### config.mk
export PLATFORM = sky130hd
export DESIGN_NAME = rap16_vl_ctrl
export DESIGN_NICKNAME = d
export VERILOG_FILES = /design/src/rtl/rap_pkg.sv /design/src/rtl/rap16_2.sv /design/src/rtl/rap_err_det.sv /design/src/rtl/rap16_vl_ctrl.sv
export SDC_FILE = /design/constraint.sdc
export NUM_CORES = 1
export LEC_CHECK = 0
export ABC_CLOCK_PERIOD_IN_PS = 3200
export BUFFER_PORTS_ARGS = -buffer_cell sky130_fd_sc_hd__clkbuf_2
export CORE_MARGIN = 4
export CORE_UTILIZATION = 40
export CTS_CLUSTER_SIZE = 14
export DETAILED_ROUTE_END_ITERATION = 8
export SETUP_SLACK_MARGIN = 0.15
export SYNTH_ARGS = -nofsm -noshare
export SYNTH_HDL_FRONTEND = slang
export SYNTH_SLANG_ARGS = --single-unit
### constraint.sdc
create_clock -name clk -period 3.2 [get_ports clk]
set_input_delay 0.32 -clock clk [delete_from_list [all_inputs] [get_ports clk]]
set_output_delay 0.32 -clock clk [all_outputs]
set_load 0.01 [all_outputs]
### src/rtl/rap_pkg.sv
// ----------------------------------------------------------------------------
// rap_pkg
// Shared definitions for the rapNN_k approximate-adder controller family.
//   RAP_W   : operand width of the rap16 adders
//   state_t : controller state encoding (IDLE/EVAL/FIX/DONE)
//   mode_t  : accuracy-mode encoding sampled with each operand pair
// ----------------------------------------------------------------------------
package rap_pkg;

    localparam int unsigned RAP_W = 16;

    typedef enum logic [1:0] {
        IDLE = 2'b00,
        EVAL = 2'b01,
        FIX  = 2'b10,
        DONE = 2'b11
    } state_t;

    typedef enum logic [1:0] {
        MODE_APPROX  = 2'b00,
        MODE_CORRECT = 2'b01,
        MODE_EXACT   = 2'b10,
        MODE_RSVD    = 2'b11
    } mode_t;

endpackage

### src/rtl/rap16_2.sv
// ----------------------------------------------------------------------------
// rap16_2
// 16-bit approximate adder. The carry into each bit is built from only the
// three generate terms directly below it; longer propagate chains are cut.
//   a, b : operands
//   sum  : 17-bit approximate sum (bit 16 is the approximate carry out)
// ----------------------------------------------------------------------------
module rap16_2 (
    input  logic [15:0] a,
    input  logic [15:0] b,
    output logic [16:0] sum
);

    logic [15:0] g;
    logic [15:0] p;
    logic [17:0] gx;   // g shifted up by two, zero padded below bit 0
    logic [17:0] px;
    logic [16:0] c;

    always_comb begin
        g  = a & b;
        p  = a ^ b;
        gx = {g, 2'b00};
        px = {p, 2'b00};
        c  = '0;
        // gx[i+1] = g[i-1], gx[i] = g[i-2], gx[i-1] = g[i-3]
        for (int unsigned i = 1; i <= 16; i++) begin
            c[i] = gx[i+1]
                 | (px[i+1] & gx[i])
                 | (px[i+1] & px[i] & gx[i-1]);
        end
        sum = {c[16], p ^ c[15:0]};
    end

endmodule

### src/rtl/rap_err_det.sv
// ----------------------------------------------------------------------------
// rap_err_det
// Conservative error detector for the rap16_2 approximate adder. Fires when
// three adjacent propagate bits line up, which is the only situation in which
// the truncated lookahead can lose a carry term.
//   a, b : operands (RAP_W bits)
//   det  : 1 = approximate sum may differ from the exact sum
// ----------------------------------------------------------------------------
module rap_err_det
    import rap_pkg::*;
(
    input  logic [RAP_W-1:0] a,
    input  logic [RAP_W-1:0] b,
    output logic             det
);

    logic [RAP_W-1:0] p;

    always_comb begin
        p   = a ^ b;
        det = 1'b0;
        for (int unsigned i = 3; i < RAP_W; i++) begin
            det = det | (p[i] & p[i-1] & p[i-2]);
        end
    end

endmodule

### src/rtl/rap16_vl_ctrl.sv
// ----------------------------------------------------------------------------
// rap16_vl_ctrl
// Variable-latency controller around rap16_2. Registers one operand pair per
// transaction, evaluates the approximate sum, and depending on mode either
// returns it (flagging a possible error) or spends one extra cycle on an exact
// add. Keeps saturating completed/corrected transaction counters.
//   clk, rst            : clock, asynchronous active-high reset
//   in_valid/in_ready   : operand handshake, a/b/mode sampled on accept
//   a, b, mode          : operands and accuracy mode (11 behaves as 01)
//   out_valid/out_ready : result handshake
//   sum, err_flag       : result and approximate-and-detected flag
//   cnt_clr             : synchronous clear of both counters (wins over +1)
//   op_cnt, fix_cnt     : completed / corrected transaction counts
// ----------------------------------------------------------------------------
module rap16_vl_ctrl
    import rap_pkg::*;
#(
    parameter int unsigned W  = 16,
    parameter int unsigned CW = 16
) (
    input  logic          clk,
    input  logic          rst,
    input  logic          in_valid,
    output logic          in_ready,
    input  logic [W-1:0]  a,
    input  logic [W-1:0]  b,
    input  logic [1:0]    mode,
    output logic          out_valid,
    input  logic          out_ready,
    output logic [W:0]    sum,
    output logic          err_flag,
    input  logic          cnt_clr,
    output logic [CW-1:0] op_cnt,
    output logic [CW-1:0] fix_cnt
);

    state_t        state_q, state_d;
    logic [W-1:0]  a_q, b_q;
    mode_t         mode_q;
    logic [W:0]    sum_q;
    logic          err_q;
    logic          fix_q;
    logic [CW-1:0] op_cnt_q, fix_cnt_q;

    logic [W:0]    approx;
    logic [W:0]    exact;
    logic          det;
    logic          accept;
    logic          out_hs;

    rap16_2 u_add (
        .a   (a_q),
        .b   (b_q),
        .sum (approx)
    );

    rap_err_det u_det (
        .a   (a_q),
        .b   (b_q),
        .det (det)
    );

    assign exact  = {1'b0, a_q} + {1'b0, b_q};
    assign accept = in_valid & in_ready;
    assign out_hs = out_valid & out_ready;

    // State register
    always_ff @(posedge clk or posedge rst) begin
        if (rst) state_q <= IDLE;
        else     state_q <= state_d;
    end

    // Next-state logic
    always_comb begin
        state_d = state_q;
        case (state_q)
            IDLE: if (accept) state_d = EVAL;
            EVAL: begin
                if (mode_q == MODE_EXACT || (mode_q == MODE_CORRECT && det))
                    state_d = FIX;
                else
                    state_d = DONE;
            end
            FIX:  state_d = DONE;
            DONE: if (out_ready) state_d = IDLE;
            default: state_d = IDLE;
        endcase
    end

    // Handshake outputs
    always_comb begin
        in_ready  = (state_q == IDLE);
        out_valid = (state_q == DONE);
    end

    // Operand capture and result registers
    always_ff @(posedge clk or posedge rst) begin
        if (rst) begin
            a_q    <= '0;
            b_q    <= '0;
            mode_q <= MODE_APPROX;
            sum_q  <= '0;
            err_q  <= 1'b0;
            fix_q  <= 1'b0;
        end else begin
            if (accept) begin
                a_q    <= a;
                b_q    <= b;
                // Reserved encoding folded to detect-and-correct at capture
                mode_q <= (mode_t'(mode) == MODE_RSVD) ? MODE_CORRECT : mode_t'(mode);
                fix_q  <= 1'b0;
            end
            if (state_q == EVAL && state_d == DONE) begin
                sum_q <= approx;
                err_q <= (mode_q == MODE_APPROX) & det;
            end
            if (state_q == FIX) begin
                sum_q <= exact;
                err_q <= 1'b0;
                fix_q <= 1'b1;
            end
        end
    end

    // Saturating statistics counters
    always_ff @(posedge clk or posedge rst) begin
        if (rst) begin
            op_cnt_q  <= '0;
            fix_cnt_q <= '0;
        end else if (cnt_clr) begin
            op_cnt_q  <= '0;
            fix_cnt_q <= '0;
        end else if (out_hs) begin
            if (op_cnt_q != '1)
                op_cnt_q <= op_cnt_q + CW'(1);
            if (fix_q && fix_cnt_q != '1)
                fix_cnt_q <= fix_cnt_q + CW'(1);
        end
    end

    assign sum      = sum_q;
    assign err_flag = err_q;
    assign op_cnt   = op_cnt_q;
    assign fix_cnt  = fix_cnt_q;

endmodule

==> results.md <==
* DRC violations left at 0
* Final hold vios at 4
* Post-CTS setup buffers at 0
* Die H at around 120 um
* Number of H-tree levels at 3
* Synth warn at 0
* Post-synth EDFFs at 0
* TNS Setup at 0 ns
* Worst slack, placed at around 0.49 ns
* Maximum clock path buffer count at 2
* Routed len/inst at 14.83 um
* R2R Path Start: a_q[6]
* Fmax at between 300 and 400 MHz
* Worst-Skew Late Latency at roughly 0.35 ns
* Cell leakage power at ~2.8 nW
* Crit-path max cell delay at between 0.6 and 0.7 ns
* Number of buffers created by CTS at 9
* GPL Wtd Cong at about 0.88
* CTS tree: done
* Total core area at roughly 0.012 sq mm
* Reg2Reg Setup Slack at between 0.4 and 0.5 ns
* Seq/Total Area, Yosys at between 40 and 50%
* Die footprint at between 0.01 and 0.015 sq mm
* Final min period at ~2.7 ns
* Initial antenna violation count at 0
* HP Class: primary input to async pin
* Antenna Violating Nets Remaining at 0
* Synthesized instance count at between 500 and 600
* First drt pass iteration count at 4
* Reg2Reg Depth at 7
* Share of layout cells above drive strength 1 at between 20% and 30%
* Failing checks: hold timing
* Avg Cell Area, Syn at about 9.3 sq um
* Die X at 118.3 um
* Clock-pin slew on the worst setup and hold paths at approximately 0.060 ns
* Clock skew at around 0.0074 ns
* IO Count at between 90 and 100
* Via density at around 5.3
* Worst-path cell chain: ha_1 > nand2_1 > a21boi_1 > o41a_1 > a21oi_2 > mux2i_4 > mux2_2
* Vias in the first global route at 3966
* Worst Tran Pin Value at between 0.8 and 0.9 ns
* DP HPWL at 8159 um
* Buffers & Inverters on Critical Path at 0
* Aggregate global routing overflow at 0
* CP startpoint kind: flop
* Crit path capture type: flop
* End of the worst register-to-register path: sum[0]
* RSZ-0062 raised after global routing: false
* Period utilization at between 80% and 90%
* Cell area after synthesis at 0.004862 sq mm
* Outcome: finished, violations left
* WHS at -0.007968 ns
* Critical path depth at 7
* Pins Over Slew Limit at 0
* Final setup viols at 0
* CP required at 3.43 ns
* Top post-synthesis cells by area: dfrtp_1 45%, nand2_1 9.6%, xor2_1 4.9%, ha_1 4.6%, nor2_1 3.3%
* Rows at 40
* Setup WS post-layout at approximately 0.47 ns
* Number of gates resized after CTS at 0
* Final nets at 660
* VDD IR-drop max at 0.0004979 V
* CTS Root Cell: clkbuf_16
* Library cells used by synthesis at 53
* Synth Register Bits at a little under 90
* Initial core utilization at between 40% and 50%
* Post-synth top area cell: dfrtp_1
* First-pass GRT wire length at around 19000 um
* Worst slew margin at a little over 40%
* Syn_nets at around 580
* Cell Pwr Density at 980.8 mW/mm^2
* Syn-to-layout area delta at 17.73%
* Worst Path Max Fanout at 17
* Largest net degree at the start of global routing at 37
* Ys async rst share at 100.0%
* Final Util at 47.86%
* Via count at approximately 4000
* CP delay by family, top: multiplexers
* Crit path DAT at between 2 and 3 ns
* Clock sinks at 87
* CTS Hold Bufs at 0
* Top cell type's share of synthesized area at between 40% and 50%
* Antenna Cells at 0
* Total GRT Usage at 16.49%
* Max cap viols at 0
* Port Buffer Count at 90
* Critical path class: flop to flop
* Final wirelength at roughly 11000 um
* Most common flop cell mapped by yosys: dfrtp_1
* Slowest-stage cell, CP: mux2i_4
* Initial DRC Count at 179
[placed cells by master, fill, tap and decap left out, types with 3 or more instances in the layout]
| cell type | Yosys | routed |
|---|---|---|
| clkbuf_2 | 0 | 90 |
| o211ai_1 | 5 | 5 |
| ha_1 | 18 | 18 |
| dfrtp_1 | 87 | 87 |
| or3_1 | 4 | 4 |
| a21o_1 | 4 | 4 |
| nand3_1 | 12 | 12 |
| a211oi_1 | 5 | 5 |
| nand2_1 | 124 | 124 |
| inv_1 | 5 | 4 |
| nand4_1 | 12 | 12 |
| a21oi_1 | 23 | 23 |
| xor2_1 | 27 | 27 |
| clkbuf_8 | 0 | 3 |
| buf_4 | 1 | 6 |
| a211o_1 | 3 | 3 |
| mux2_4 | 10 | 10 |
| a31o_2 | 3 | 3 |
| and4_1 | 5 | 5 |
| a31oi_1 | 5 | 5 |
| xnor2_1 | 14 | 14 |
| and3_1 | 6 | 6 |
| o21ai_0 | 17 | 17 |
| mux2_2 | 7 | 7 |
| nor3_1 | 8 | 8 |
| and2_1 | 9 | 9 |
| o31ai_1 | 4 | 4 |
| clkbuf_16 | 0 | 9 |
| nor2_1 | 43 | 43 |
| nor2b_1 | 3 | 3 |
| o21a_1 | 5 | 5 |
[metrics by stage]
step	power (mW)	cells	hold slack (ns)	area (sq um)
global placement	4.423	738	0.3766	5393
detailed placement	4.480	738	0.3844	5393
CTS	5.674	753	0.01054	5724
finish	5.614	753	-0.007968	5724
floorplan	3.909	523	0.4254	4862
global route	6.028	753	0.05186	5724
[synthesized netlist by cell type (10+ instances only)]
cell type / n
dfrtp_1: 87
a21oi_1: 23
nand4_1: 12
nand2_1: 124
xor2_1: 27
o21ai_0: 17
xnor2_1: 14
mux2_4: 10
nor2_1: 43
clkbuf_1: 14
ha_1: 18
nand3_1: 12
[worst max-delay path by stage]
| stage | from | endpoint | slack [ns] |
|---|---|---|---|
| finish | a_q[6] | sum[0] | 0.47 |
| global route | a_q[6] | sum[4] | 0.30 |
| CTS | a_q[3] | sum[0] | 0.46 |
| detailed placement | a_q[3] | sum[1] | 0.49 |
| global placement | a_q[3] | sum[15] | 0.55 |
| floorplan | rst | a_q[0] | 0.63 |
[flip-flops by register name, summed over array words and instances, names as in the netlist]
signal / cells
sum: 17
a_q: 16
b_q: 16
fix_cnt: 16
op_cnt: 16
mode_q: 2
state_q: 2
err_flag: 1
fix_q: 1
[report_power, final]
group	switching (mW)	internal [mW]
clock network	0.428	0.742
registers	0.240	1.46
logic	1.50	1.24
total	2.17	3.44
[area by class of cell]
type,instances,area [sq um]
fillers,1169,6237
multi-input cells,403,2516
flip-flops and latches,87,2177
repair buffers,96,495.5
clock buffers,12,266.5
well taps,147,183.9
clock inverters,3,65.06
inverters,5,20.02
[kinds of logic after synthesis]
| family | count (synthesis) | share of synthesized area, % |
|---|---|---|
| AO/OA/AOI/OAI | 92 | 12.74 |
| XOR/XNOR | 41 | 7.386 |
| adder cells (fa/ha/maj) | 19 | 5.044 |
| buffers and inverters | 33 | 3.474 |
| flip-flops | 87 | 44.78 |
| multiplexers | 21 | 5.816 |
| AND/OR/NAND/NOR | 230 | 20.77 |
[routing by layer]
metal / wire length, um / up-vias / part of all wire [%] / track usage (%)
li1: - / 1968 / - / -
met1: 5154 / 1877 / 46 / 21.14
met2: 5190 / 93 / 46 / 26.51
met3: 562 / 19 / 5.0 / 4.019
met4: 262 / 0 / 2.3 / 7.179
met5: 0 / - / 0 / 0
(Power assumes the default switching activity.)
